<file path="config.mk">
export PLATFORM = sky130hd
export DESIGN_NAME = seg7_bcd_updown_scan_flat
export DESIGN_NICKNAME = d
export VERILOG_FILES = /design/src/rtl/seg7_bcd_updown_scan_pkg.sv /design/src/rtl/seg7_bcd_updown_scan_if.sv /design/src/rtl/seg7_bcd_updown_scan_digit.sv /design/src/rtl/seg7_bcd_updown_scan.sv /design/src/flat_wrapper.sv
export SDC_FILE = /design/constraint.sdc
export NUM_CORES = 1
export LEC_CHECK = 0
export CORE_ASPECT_RATIO = 0.75
export CORE_MARGIN = 2
export CORE_UTILIZATION = 56
export DETAILED_ROUTE_END_ITERATION = 6
export PLACE_DENSITY = 0.76
export RECOVER_POWER = 50
export SLEW_MARGIN = 10
export SYNTH_ARGS = -nofsm -noshare
export SYNTH_HDL_FRONTEND = slang
export SYNTH_HIERARCHICAL = 1
export SYNTH_SLANG_ARGS = --single-unit
</file>
<file path="constraint.sdc">
create_clock -name clk -period 3.58 [get_ports clk]
set_input_delay 1.074 -clock clk [delete_from_list [all_inputs] [get_ports clk]]
set_output_delay 1.074 -clock clk [all_outputs]
set_load 0.1 [all_outputs]
</file>
<file path="src/rtl/seg7_bcd_updown_scan_pkg.sv">
// Shared display definitions: abcdefg segment patterns, BCD helpers and the
// BCD-to-7-segment decoder used by this and other display blocks.
package seg7_pkg;

  typedef logic [3:0] bcd_t;

  // Count direction as carried by the up_dn pin.
  typedef enum logic {
    DIR_DOWN = 1'b0,
    DIR_UP   = 1'b1
  } dir_e;

  // Segment order is a..g from MSB to LSB, active high.
  localparam logic [6:0] SEG7_0     = 7'b1111110;
  localparam logic [6:0] SEG7_1     = 7'b0110000;
  localparam logic [6:0] SEG7_2     = 7'b1101101;
  localparam logic [6:0] SEG7_3     = 7'b1111001;
  localparam logic [6:0] SEG7_4     = 7'b0110011;
  localparam logic [6:0] SEG7_5     = 7'b1011011;
  localparam logic [6:0] SEG7_6     = 7'b1011111;
  localparam logic [6:0] SEG7_7     = 7'b1110000;
  localparam logic [6:0] SEG7_8     = 7'b1111111;
  localparam logic [6:0] SEG7_9     = 7'b1111011;
  localparam logic [6:0] SEG7_BLANK = 7'b0000000;

  // Select code of the rightmost of the six physical digits.
  localparam logic [2:0] SEL_RIGHTMOST = 3'd5;

  localparam bcd_t BCD_MAX = 4'd9;
  localparam bcd_t BCD_MIN = 4'd0;

  // Non-decimal codes decode to an unlit digit rather than garbage.
  function automatic logic [6:0] bcd_to_seg7(input bcd_t bcd);
    logic [6:0] seg;
    case (bcd)
      4'd0:    seg = SEG7_0;
      4'd1:    seg = SEG7_1;
      4'd2:    seg = SEG7_2;
      4'd3:    seg = SEG7_3;
      4'd4:    seg = SEG7_4;
      4'd5:    seg = SEG7_5;
      4'd6:    seg = SEG7_6;
      4'd7:    seg = SEG7_7;
      4'd8:    seg = SEG7_8;
      4'd9:    seg = SEG7_9;
      default: seg = SEG7_BLANK;
    endcase
    return seg;
  endfunction

endpackage

</file>
<file path="src/rtl/seg7_bcd_updown_scan_if.sv">
// Control/status bundle between board switches, the counter and the display pins.
interface seg7_bcd_updown_scan_if #(
  parameter int NUM_DIGITS = 2
);
  logic                    enable;
  logic                    up_dn;
  logic                    load;
  logic [4*NUM_DIGITS-1:0] load_value;
  logic [4*NUM_DIGITS-1:0] count_bcd;
  logic                    carry;
  logic [2:0]              seg7_sel;
  logic [6:0]              seg7_out;
  logic                    dpt_out;
  logic                    led_com;

  // Board side: drives the controls, watches the count and display pins.
  modport master (
    output enable, up_dn, load, load_value,
    input  count_bcd, carry, seg7_sel, seg7_out, dpt_out, led_com
  );

  // Counter side.
  modport slave (
    input  enable, up_dn, load, load_value,
    output count_bcd, carry, seg7_sel, seg7_out, dpt_out, led_com
  );
endinterface

</file>
<file path="src/rtl/seg7_bcd_updown_scan_digit.sv">
// One BCD digit: parallel load (clamped to 9), up/down step with 9<->0 roll,
// and terminal-value flags used to ripple enables to the next digit.
module bcd_digit_updn
  import seg7_pkg::*;
(
  input  logic clk,
  input  logic rst_n,
  input  logic i_en,
  input  logic i_up_dn,
  input  logic i_load,
  input  bcd_t i_load_val,
  output bcd_t o_digit,
  output logic o_is_max,
  output logic o_is_min
);

  bcd_t r_digit;
  bcd_t w_load_clamped;
  dir_e w_dir;

  assign w_dir          = dir_e'(i_up_dn);
  assign w_load_clamped = (i_load_val > BCD_MAX) ? BCD_MAX : i_load_val;

  // Digit register: load wins over stepping; stepping wraps at the BCD ends.
  always_ff @(posedge clk or negedge rst_n) begin
    if (!rst_n) begin
      r_digit <= BCD_MIN;
    end else if (i_load) begin
      r_digit <= w_load_clamped;
    end else if (i_en) begin
      if (w_dir == DIR_UP) begin
        r_digit <= o_is_max ? BCD_MIN : r_digit + 4'd1;
      end else begin
        r_digit <= o_is_min ? BCD_MAX : r_digit - 4'd1;
      end
    end
  end

  assign o_digit  = r_digit;
  assign o_is_max = (r_digit == BCD_MAX);
  assign o_is_min = (r_digit == BCD_MIN);

endmodule

</file>
<file path="src/rtl/seg7_bcd_updown_scan.sv">
// N-digit BCD up/down counter with parallel load, wrap/borrow pulse and a
// multiplexed 7-segment scan with optional leading-zero blanking.
// Prescalers produce single-cycle enables; everything runs on clk.
module seg7_bcd_updown_scan
  import seg7_pkg::*;
#(
  parameter int NUM_DIGITS    = 2,
  parameter int COUNT_DIV_EXP = 22,
  parameter int SCAN_DIV_EXP  = 15,
  parameter bit BLANK_LEADING = 1'b1
) (
  input  logic                  clk,
  input  logic                  reset,
  seg7_bcd_updown_scan_if.slave bus
);

  // Scan wraps back to the rightmost digit after showing the leftmost used one.
  localparam logic [2:0] SEL_LAST = 3'(6 - NUM_DIGITS);

  logic [COUNT_DIV_EXP-1:0] r_count_div;
  logic [SCAN_DIV_EXP-1:0]  r_scan_div;
  logic                     r_carry;
  logic [2:0]               r_sel;

  logic                  w_count_tick;
  logic                  w_scan_tick;
  logic                  w_count_en;
  logic                  w_wrap;
  logic [NUM_DIGITS-1:0] w_is_max;
  logic [NUM_DIGITS-1:0] w_is_min;
  logic [NUM_DIGITS-1:0] w_digit_en;
  logic [NUM_DIGITS:0]   w_lower_max;
  logic [NUM_DIGITS:0]   w_lower_min;
  logic [NUM_DIGITS:0]   w_upper_zero;
  bcd_t                  w_digit [NUM_DIGITS];
  bcd_t                  w_cur_digit;
  logic                  w_cur_blank;

  assign w_count_tick = &r_count_div;
  assign w_scan_tick  = &r_scan_div;

  // Load takes the cycle outright, so a coincident tick is dropped, not deferred.
  assign w_count_en = w_count_tick & bus.enable & ~bus.load;

  // Free-running prescalers; load never disturbs them.
  always_ff @(posedge clk or negedge reset) begin
    if (!reset) begin
      r_count_div <= '0;
      r_scan_div  <= '0;
    end else begin
      r_count_div <= r_count_div + COUNT_DIV_EXP'(1);
      r_scan_div  <= r_scan_div + SCAN_DIV_EXP'(1);
    end
  end

  // Ripple chains: "all lower digits at 9/0" for carry/borrow, and
  // "this and all higher digits are 0" for blanking.
  always_comb begin
    logic run_max;
    logic run_min;
    logic run_zero;
    run_max  = 1'b1;
    run_min  = 1'b1;
    run_zero = 1'b1;
    w_lower_max  = '0;
    w_lower_min  = '0;
    w_upper_zero = '0;
    for (int i = 0; i < NUM_DIGITS; i++) begin
      w_lower_max[i] = run_max;
      w_lower_min[i] = run_min;
      run_max        = run_max & w_is_max[i];
      run_min        = run_min & w_is_min[i];
    end
    w_lower_max[NUM_DIGITS]  = run_max;
    w_lower_min[NUM_DIGITS]  = run_min;
    w_upper_zero[NUM_DIGITS] = 1'b1;
    for (int i = NUM_DIGITS - 1; i >= 0; i--) begin
      run_zero        = run_zero & w_is_min[i];
      w_upper_zero[i] = run_zero;
    end
  end

  genvar gi;
  generate
    for (gi = 0; gi < NUM_DIGITS; gi++) begin : g_digit
      assign w_digit_en[gi] = w_count_en & (bus.up_dn ? w_lower_max[gi] : w_lower_min[gi]);

      bcd_digit_updn u_digit (
        .clk        (clk),
        .rst_n      (reset),
        .i_en       (w_digit_en[gi]),
        .i_up_dn    (bus.up_dn),
        .i_load     (bus.load),
        .i_load_val (bus.load_value[4*gi +: 4]),
        .o_digit    (w_digit[gi]),
        .o_is_max   (w_is_max[gi]),
        .o_is_min   (w_is_min[gi])
      );

      assign bus.count_bcd[4*gi +: 4] = w_digit[gi];
    end
  endgenerate

  // Whole counter wraps when every digit sits at the terminal value for the direction.
  assign w_wrap = bus.up_dn ? w_lower_max[NUM_DIGITS] : w_lower_min[NUM_DIGITS];

  // Registered wrap/borrow pulse, one clk wide.
  always_ff @(posedge clk or negedge reset) begin
    if (!reset) begin
      r_carry <= 1'b0;
    end else begin
      r_carry <= w_count_en & w_wrap;
    end
  end

  // Scan pointer walks right to left across the used digits.
  always_ff @(posedge clk or negedge reset) begin
    if (!reset) begin
      r_sel <= SEL_RIGHTMOST;
    end else if (w_scan_tick) begin
      r_sel <= (r_sel == SEL_LAST) ? SEL_RIGHTMOST : r_sel - 3'd1;
    end
  end

  // Pick the digit under the scan pointer and decide whether it is a leading zero.
  always_comb begin
    w_cur_digit = BCD_MIN;
    w_cur_blank = 1'b0;
    for (int i = 0; i < NUM_DIGITS; i++) begin
      if (r_sel == SEL_RIGHTMOST - 3'(i)) begin
        w_cur_digit = w_digit[i];
        w_cur_blank = BLANK_LEADING && (i != 0) && w_upper_zero[i];
      end
    end
  end

  assign bus.carry    = r_carry;
  assign bus.seg7_sel = r_sel;
  assign bus.seg7_out = w_cur_blank ? SEG7_BLANK : bcd_to_seg7(w_cur_digit);
  assign bus.dpt_out  = 1'b0;
  assign bus.led_com  = 1'b1;

endmodule
</file>
<file path="src/flat_wrapper.sv">
// flat-port wrapper written by rule: the top's interface ports become plain ports
module seg7_bcd_updown_scan_flat import seg7_pkg::*;
#(
  parameter int NUM_DIGITS    = 2,
  parameter int COUNT_DIV_EXP = 22,
  parameter int SCAN_DIV_EXP  = 15,
  parameter bit BLANK_LEADING = 1'b1
)
  (clk, reset, bus_enable, bus_up_dn, bus_load, bus_load_value, bus_count_bcd, bus_carry, bus_seg7_sel, bus_seg7_out, bus_dpt_out, bus_led_com);
  seg7_bcd_updown_scan_if #(.NUM_DIGITS(NUM_DIGITS)) bus_i ();
  input  logic clk;
  input  logic reset;
  input wire logic [$bits(bus_i.enable)-1:0] bus_enable;
  input wire logic [$bits(bus_i.up_dn)-1:0] bus_up_dn;
  input wire logic [$bits(bus_i.load)-1:0] bus_load;
  input wire logic [$bits(bus_i.load_value)-1:0] bus_load_value;
  output wire logic [$bits(bus_i.count_bcd)-1:0] bus_count_bcd;
  output wire logic [$bits(bus_i.carry)-1:0] bus_carry;
  output wire logic [$bits(bus_i.seg7_sel)-1:0] bus_seg7_sel;
  output wire logic [$bits(bus_i.seg7_out)-1:0] bus_seg7_out;
  output wire logic [$bits(bus_i.dpt_out)-1:0] bus_dpt_out;
  output wire logic [$bits(bus_i.led_com)-1:0] bus_led_com;
  assign bus_i.enable = bus_enable;
  assign bus_i.up_dn = bus_up_dn;
  assign bus_i.load = bus_load;
  assign bus_i.load_value = bus_load_value;
  assign bus_count_bcd = bus_i.count_bcd;
  assign bus_carry = bus_i.carry;
  assign bus_seg7_sel = bus_i.seg7_sel;
  assign bus_seg7_out = bus_i.seg7_out;
  assign bus_dpt_out = bus_i.dpt_out;
  assign bus_led_com = bus_i.led_com;
  seg7_bcd_updown_scan #(.NUM_DIGITS(NUM_DIGITS), .COUNT_DIV_EXP(COUNT_DIV_EXP), .SCAN_DIV_EXP(SCAN_DIV_EXP), .BLANK_LEADING(BLANK_LEADING)) u_core (.clk(clk), .reset(reset), .bus(bus_i));
endmodule
</file>
; ---- Word level (Yosys, flattened, before mapping)
; Memory sizes are Yosys's and may differ from the RTL's.
; Index checks and enable logic that the tools add are counted.
[classes]
n_mul = 0
bitwise = 7
div = 0
shift = 0
muxes = 19
n_lt_le_gt_ge = 2
n_reduce_logical = 6
n_eq_ne = 4
add_sub_neg = 7
[ops]
columns = op, n
row1 = $mux 4, 14
row2 = $add 22x1->22 const B, 1
row3 = $reduce_and 22->1, 1
row4 = $add 15x1->15 const B, 1
row5 = $reduce_and 15->1, 1
row6 = $add 4x1->4 const B, 2
row7 = $eq 4x4->1 const B, 2
row8 = $gt 4x4->1 const B, 2
row9 = $logic_not 4->1, 2
row10 = $sub 4x1->4 const B, 2
row11 = $mux 7, 1
row12 = $and 1x1->1, 6
row13 = $eq 3x3->1 const B, 2
row14 = $reduce_bool 2->1, 2
row15 = $mux 1, 3
row16 = $mux 3, 1
row17 = $sub 3x1->3 const B, 1
row18 = $not 1->1, 1
[word_totals]
inputBits = 13
out_inout_bits = 21
word_cells = 52
ram_bits = 0
mem_bits_ro = 112
latchBits = 0
reg_bits = 49
n_memories = 1
[mem_list]
columns = memory, depth, width, rd, rd_clocked_by_memory_dff, wr, line
row1 = (no name shown), 16, 7, 1, 0, 0, seg7_bcd_updown_scan_pkg.sv:35  ; case (bcd)

; ---- Logic depth before layout (Yosys ltp)
; Gate-level depths: netlist (run 1).
[logic_depth]
ltp_word = 6
depth_mapped = 8

; ---- Cells and area by module
; Netlist (run 1), hierarchy kept.
[modules_own_cells]
columns = mod, seq_area_each_um2, instances, cells_per_inst, area_each_um2
row1 = seg7_bcd_updown_scan, 1028.5, 1, 200, 2078.2
row2 = bcd_digit_updn, 100.1, 2, 45, 397.9

; ---- Worst setup path after synthesis (run 1)
; No wires, ideal clock.
[synth_path]
path_type = reg2out
startpoint = register u_core.r_sel[0] (netlist: u_core/bus.seg7_sel[0])
endpoint = output port bus_seg7_out[1]
required_ns = 2.506
arrival_time_ns = 4.310
n_path_buf = 1
stages_incl_launch_ff = 9
path_slack_ns = -1.804
cell_sequence = dfstp_2 > buf_2 > mux2_2 > nand2_1 > inv_1 > ha_1 > nor3_1 > a21oi_1 > a21boi_0
[synth_between]
elab_chain_cells = 5
word_cells_on_any_way = 7
classes_between = 2 x eq/ne / 4 x mux / 1 x memory
[synth_rtl]
columns = item, line
row1 = "start, declared", seg7_bcd_updown_scan.sv:23  ; logic [2:0] r_sel;
row2 = "start signal, assigned", seg7_bcd_updown_scan.sv:121  ; r_sel <= (r_sel == SEL_LAST) ? SEL_RIGHTMOST : r_sel - 3'd1;
row3 = $eq 3x3->1, seg7_bcd_updown_scan.sv:130  ; if (r_sel == SEL_RIGHTMOST - 3'(i)) begin
row4 = $mux 4 (2 in a row), seg7_bcd_updown_scan.sv:130
row5 = $mem_v2 16x7, n/a
row6 = $mux 7 (*), seg7_bcd_updown_scan.sv:139  ; assign bus.seg7_out = w_cur_blank ? SEG7_BLANK : bcd_to_seg7(w_cur_digit);
row7 = "end, declared", flat_wrapper.sv:20  ; output wire logic [$bits(bus_i.seg7_out)-1:0] bus_seg7_out;
; Mark *: on every way between the ends. The rest lies on a longest branch, timed or not.

; ---- Final worst setup path (run 1)
; Same ends and word-level chain as after synthesis.

==> impl_metrics.json, run 1 <==
{
  "p_per_area_mw_per_mm2": 313,
  "post_cts_buffers": 0,
  "synthFlopType": "dfrtp_1",
  "slew_headroom_pct": -8.10,
  "synthToLayoutAreaGrowth_pct": 19.0,
  "hp-class": "flop to flop",
  "die_w_um": 86.7,
  "synthTopCellsByArea": "dfrtp_1 41%, xnor2_1 8.5%, xor2_1 3.4%, nand3_1 3.1%, ha_1 3.0%",
  "initial_core_util_pct": 58.3,
  "cp_max_fo": 8,
  "n_fill_cell": 379,
  "ys_seq_elements": 49,
  "ff2ff_setup_slack_ns": 1.22,
  "postSynthCellCount": 290,
  "num_antenna_cells": 0,
  "layout_commonest_cell": "dfrtp_1",
  "clkSinkCount": 49,
  "rr_endpoint": "u_core/g_digit[1].u_digit/o_digit[3]$_DFFE_PN0P_",
  "fmax_mhz": 290,
  "cts.path.max_buffers": 2,
  "cts_max_level": 2,
  "start_kind": "flop",
  "drt-pass1-iter-count": 4,
  "grt_pass1_wl_um": 9580,
  "dpl_cell_area_mm2": 0.00334,
  "avgSynthCellArea_um2": 9.91,
  "nNetsFinal": 342,
  "synth_area_mm2": 0.00287,
  "async_reset_ff_share_pct": 100,
  "grt_max_degree": 33,
  "finalMaxSlewViolations": 33,
  "power_leakage_nw": 1.50,
  "dp_cells": 375,
  "die_h_um": 66.0,
  "crit_path_end_kind": "output port",
  "dpl.hpwl_um": 4130,
  "avgViaCountPerCell": 5.62,
  "yosysSeqAreaShare_pct": 42.8,
  "port-buffer-count": 31,
  "first_global_vias": 2054,
  "synthesis.nets": 310,
  "yosys_warnings": 6,
  "reg2regPathDepth": 8,
  "numCtsBuffers": 5,
  "synth_area_leader_cell": "dfrtp_1",
  "finalClockSkew_ns": 0.00386,
  "layout_setup_ws_ns": 0.128,
  "status": "finished, violations left",
  "ios": 34,
  "cp.required_ns": 2.51,
  "total_power_w": 0.00107,
  "r2r-start": "u_core/r_count_div[0]$_DFF_PN0_",
  "vdd_drop_max_v": 0.000177,
  "synth_edf_count": 0,
  "post-route-drc-count": 0,
  "row_count": 22,
  "drtAntennaViolNets": 0,
  "crit_start": "u_core/bus.seg7_sel[0]$_DFFE_PN1P_",
  "maxCapViolCount": 1,
  "setup-violations-final": 0,
  "place.gp.congestion": 0.886,
  "num_vias": 2154,
  "wl_um": 5580,
  "grt.overflow.total": 0,
  "cts_tree": "built",
  "antenna_found_initial": 0,
  "whs_ns": 0.473,
  "arrival_ns": 2.38,
  "synth_cell_types": 55,
  "fin_area_mm2": 0.00342,
  "dieArea_mm2": 0.00573,
  "grt_usage_pct": 21.0,
  "critPathKind": "flop to output port",
  "clk_latency_ns": 0.30,
  "tightest_slew_ns": 1.62,
  "wl_per_cell_um": 14.6,
  "hold_violations": 0,
  "path_clk_slew_ns": 0.09,
  "drive_gt1_share_pct": 18.9,
  "min_period_over_period_pct": 96.4,
  "core_area_mm2": 0.00493,
  "crit_end": "bus_seg7_out[1]",
  "initialDrtViolationCount": 121,
  "violations": "capacitance limit, slew limit",
  "synth_top_area_share_pct": 40.9,
  "period_needed_ns": 3.45,
  "final-instance-count-excl-fill": 383,
  "root_buffer": "clkbuf_8",
  "post-place-ws_ns": 0.410,
  "final_cell_mix": "45 x dfrtp_1, 28 x xnor2_1, 20 x buf_4"
}
[layout make-up]
class	count	area [um^2]	share of cell area, %
inverters	14	52.6	1.54
well taps	60	75.1	2.19
clock buffers	6	72.6	2.12
flip-flops and latches	49	1230	36.1
multi-input cells	213	1570	45.9
repair buffers	39	404	11.8
clock inverters	2	10.0	0.293
[critical path, cell delays in order (launching register included)]
cell and delay [ns]:
dfstp_4 0.68, mux2_2 0.37, nand2_2 0.11, inv_1 0.07, ha_1 0.20, nor3_2 0.19
a21oi_1 0.09, a21boi_4 0.17, buf_12 0.19
[metal layers]
metal | GRT usage [%] | share of wire [%] | vias to the layer above
met2 | 31.2 | 44 | 41
met3 | 4.00 | 4.0 | 4
met4 | 4.69 | 0.50 | 0
met1 | 31.6 | 51 | 1024
li1 | - | - | 1085
met5 | 0 | 0 | -
[report_power, final]
part / total, W / internal (W) / switching [W]
combinational: 0.000180 / 0.0000564 / 0.000124
clock: 0.000311 / 0.000136 / 0.000176
sequential: 0.000578 / 0.000561 / 0.0000173
[Yosys cell counts (5+ instances only)]
cell type and n:
nor4_1 5, dfrtp_1 47, xnor2_1 28, nand3_1 18
o21ai_0 9, nor2_1 19, xor2_1 11, nand4_1 9
nor3_1 6, ha_1 7, buf_4 6, inv_1 14
nand2_1 18, a21oi_1 7
[state kept, by name, indices dropped and copies added, names as in the netlist]
name and flops:
u_core/g_digit.u_digit/o_digit 8, u_core/bus.seg7_sel 3, u_core/r_count_div 22, u_core/bus.carry 1
u_core/r_scan_div 15
[cells by family after synthesis]
family / Yosys count / synth area share (%)
flops: 49 / 42.8
compound gates: 47 / 11.4
mux: 8 / 3.09
xor+xnor: 39 / 11.9
fa+ha+maj: 7 / 3.05
buf+inv: 28 / 5.53
other cells: 2 / 0.261
simple gates: 110 / 22.1
[stage by stage]
step	TNS, ns	util [%]
floorplan	-0.0341	-
global placement	0	67.8
detailed placement	0	67.8
CTS	0	69.5
global route	-0.00425	69.4
finish	0	69.4
[how the worst min path moves through the flow]
stage,depth (start not counted),start,to,slack (ns)
6_report,1,u_core/r_count_div[18]$_DFF_PN0_,u_core/r_count_div[18]$_DFF_PN0_,0.47
5_1_grt,1,u_core/bus.seg7_sel[1]$_DFFE_PN0P_,u_core/bus.seg7_sel[2]$_DFFE_PN1P_,0.50
4_1_cts,1,u_core/r_count_div[18]$_DFF_PN0_,u_core/r_count_div[18]$_DFF_PN0_,0.47
3_5_place_dp,1,u_core/r_count_div[18]$_DFF_PN0_,u_core/r_count_div[18]$_DFF_PN0_,0.46
3_3_place_gp,1,u_core/r_count_div[20]$_DFF_PN0_,u_core/r_count_div[20]$_DFF_PN0_,0.46
2_1_floorplan,1,u_core/r_count_div[20]$_DFF_PN0_,u_core/r_count_div[20]$_DFF_PN0_,0.44
[timing repair]
item                       4_1_cts  5_1_grt
hold buffers                     0        0
gates resized for setup          0        2
setup endpoints to repair        0        3
(Power assumes the default switching activity.)
==> run 2, diff against run 1 <==
--- a/config.mk
+++ b/config.mk
@@ -5,9 +5,11 @@
 export SDC_FILE = /design/constraint.sdc
 export NUM_CORES = 1
 export LEC_CHECK = 0
+export CELL_PAD_IN_SITES_DETAIL_PLACEMENT = 1
+export CELL_PAD_IN_SITES_GLOBAL_PLACEMENT = 2
 export CORE_ASPECT_RATIO = 0.75
 export CORE_MARGIN = 2
-export CORE_UTILIZATION = 56
+export CORE_UTILIZATION = 36
 export DETAILED_ROUTE_END_ITERATION = 6
 export PLACE_DENSITY = 0.76
 export RECOVER_POWER = 50
==> run 2 against run 1 <==
Compared with the run above:
- the run now ends clean
- highest routed layer unchanged
- register-to-register slack about the same
- sequential power down 0.9%
- global-route usage shrank 4.4 points
- sequential share of layout area is 0.98 points lower
- non-clock buffer count grew 6
==> impl_metrics.json, run 2 (synthesis results as in run 1) <==
{
  "status": "complete, no violations",
  "setup-tns-final_ns": 0,
  "grt_pass1_wl_um": 11500,
  "path_clk_slew_ns": 0.09,
  "largest_register_ffs": 22,
  "finalClockSkew_ns": 0.00483,
  "cts_tree": "built",
  "clkSinkCount": 49,
  "synthToLayoutAreaGrowth_pct": 22.3,
  "min_period_over_period_pct": 96.9,
  "maxCapViolCount": 0,
  "wl_um": 6640,
  "port-buffer-count": 31,
  "hold_violations": 0,
  "cts.path.max_buffers": 2,
  "largest-register": "u_core/r_count_div",
  "dpl.hpwl_um": 5050,
  "die_h_um": 81.4,
  "row_count": 28,
  "hp-class": "flop to flop",
  "arrival_ns": 2.40,
  "ios": 34,
  "layout_commonest_cell": "dfrtp_1",
  "cp_max_fo": 7,
  "die_w_um": 107,
  "cts_max_level": 2,
  "avgViaCountPerCell": 5.11,
  "dp_cells": 425,
  "whs_ns": 0.467,
  "numCtsBuffers": 5,
  "initialDrtViolationCount": 63,
  "place.gp.congestion": 0.724,
  "utilization_pct": 45.0,
  "clk_latency_ns": 0.30,
  "drt-pass1-iter-count": 4,
  "drive_gt1_share_pct": 19.8,
  "final-instance-count-excl-fill": 434,
  "tightest_slew_ns": 1.47,
  "grt_usage_pct": 16.5,
  "num_antenna_cells": 0,
  "slew_headroom_pct": 2.32,
  "finalMaxSlewViolations": 0,
  "total_power_w": 0.00108,
  "cp.required_ns": 2.51,
  "first_global_vias": 2300,
  "post-route-drc-count": 0,
  "initial_core_util_pct": 36.8,
  "fmax_mhz": 288,
  "crit_path_end_kind": "output port",
  "root_buffer": "clkbuf_8",
  "critPathKind": "flop to output port",
  "wl_per_cell_um": 15.3,
  "dieArea_mm2": 0.00872,
  "grt.overflow.total": 0,
  "core_area_mm2": 0.00781,
  "grt_max_degree": 29,
  "antenna_found_initial": 0,
  "nNetsFinal": 348,
  "setup-violations-final": 0,
  "drtAntennaViolNets": 0,
  "final_cell_mix": "45 x dfrtp_1, 28 x xnor2_1, 25 x buf_4",
  "n_fill_cell": 893,
  "power_leakage_nw": 1.52,
  "num_vias": 2216,
  "period_needed_ns": 3.47,
  "vdd_drop_max_v": 0.000128,
  "start_kind": "flop",
  "p_per_area_mw_per_mm2": 308
}
## run 2: changes by cell type in the layout (fill, tap and decap cells not counted)
cell	delta
o21ai_0	-1
clkbuf_1	+1
nand2b_1	+1
buf_4	+5
o21ai_1	+1
nand2b_2	-1
## run 2: report_power, final
part	total, W	internal, W	switching (W)
Combinational	0.000194	0.0000602	0.000134
Clock	0.000317	0.000136	0.000181
Sequential	0.000573	0.000561	0.0000121
## run 2: per-layer routing
layer | routed length, um | track usage [%] | vias up
met1 | 3630 | 25.3 | 1087
li1 | - | - | 1096
met5 | 0 | 0 | -
met3 | 167 | 2.65 | 4
met4 | 31 | 3.51 | 0
met2 | 2810 | 24.4 | 29
## run 2: repair_timing
action                                  in CTS  in global routing
setup buffers                                0                  1
endpoints found under the hold margin        0                  0
endpoints found under the setup margin       0                  3
hold buffers                                 0                  0
gates resized for setup                      0                  2
## run 2: path summary, 6_finish.rpt
| path | cells after the start | endpoint | startpoint | slack [ns] |
|---|---|---|---|---|
| max | 8 | bus_seg7_out[1] | u_core/bus.seg7_sel[0]$_DFFE_PN1P_ | 0.11 |
| min | 1 | u_core/r_count_div[20]$_DFF_PN0_ | u_core/r_count_div[20]$_DFF_PN0_ | 0.47 |
| max reg2reg | 8 | u_core/g_digit[1].u_digit/o_digit[3]$_DFFE_PN0P_ | u_core/r_count_div[0]$_DFF_PN0_ | 1.23 |
| min reg2reg | 1 | u_core/r_count_div[20]$_DFF_PN0_ | u_core/r_count_div[20]$_DFF_PN0_ | 0.47 |
| max in group asynchronous | 2 | u_core/g_digit[0].u_digit/o_digit[1]$_DFFE_PN0P_ | reset | 1.27 |
| min in group asynchronous | 1 | u_core/r_count_div[5]$_DFF_PN0_ | reset | 1.11 |
## run 2: metrics by stage
step           instance area [um^2]  worst slack [ns]
2_1_floorplan                  2980           -0.0341
3_3_place_gp                   3440             0.435
3_5_place_dp                   3440             0.368
4_1_cts                        3520            0.0248
5_1_grt                        3520          -0.00217
6_report                       3520             0.109
## run 2: worst max-delay path: stages (launching register included)
cell	delay (ns)
dfstp_4	0.66
mux2_2	0.38
nand2_2	0.11
inv_1	0.07
ha_1	0.21
nor3_2	0.21
a21oi_1	0.10
a21boi_4	0.17
buf_12	0.19
## run 2: area by class of cell
class | count | area [um^2] | area share [%]
Inverter | 14 | 52.6 | 1.49
Timing Repair Buffer | 45 | 445 | 12.7
Clock buffer | 6 | 72.6 | 2.06
Multi-Input combinational cell | 213 | 1570 | 44.6
Clock inverter | 2 | 10.0 | 0.285
Tap cell | 105 | 131 | 3.74
Sequential cell | 49 | 1230 | 35.1
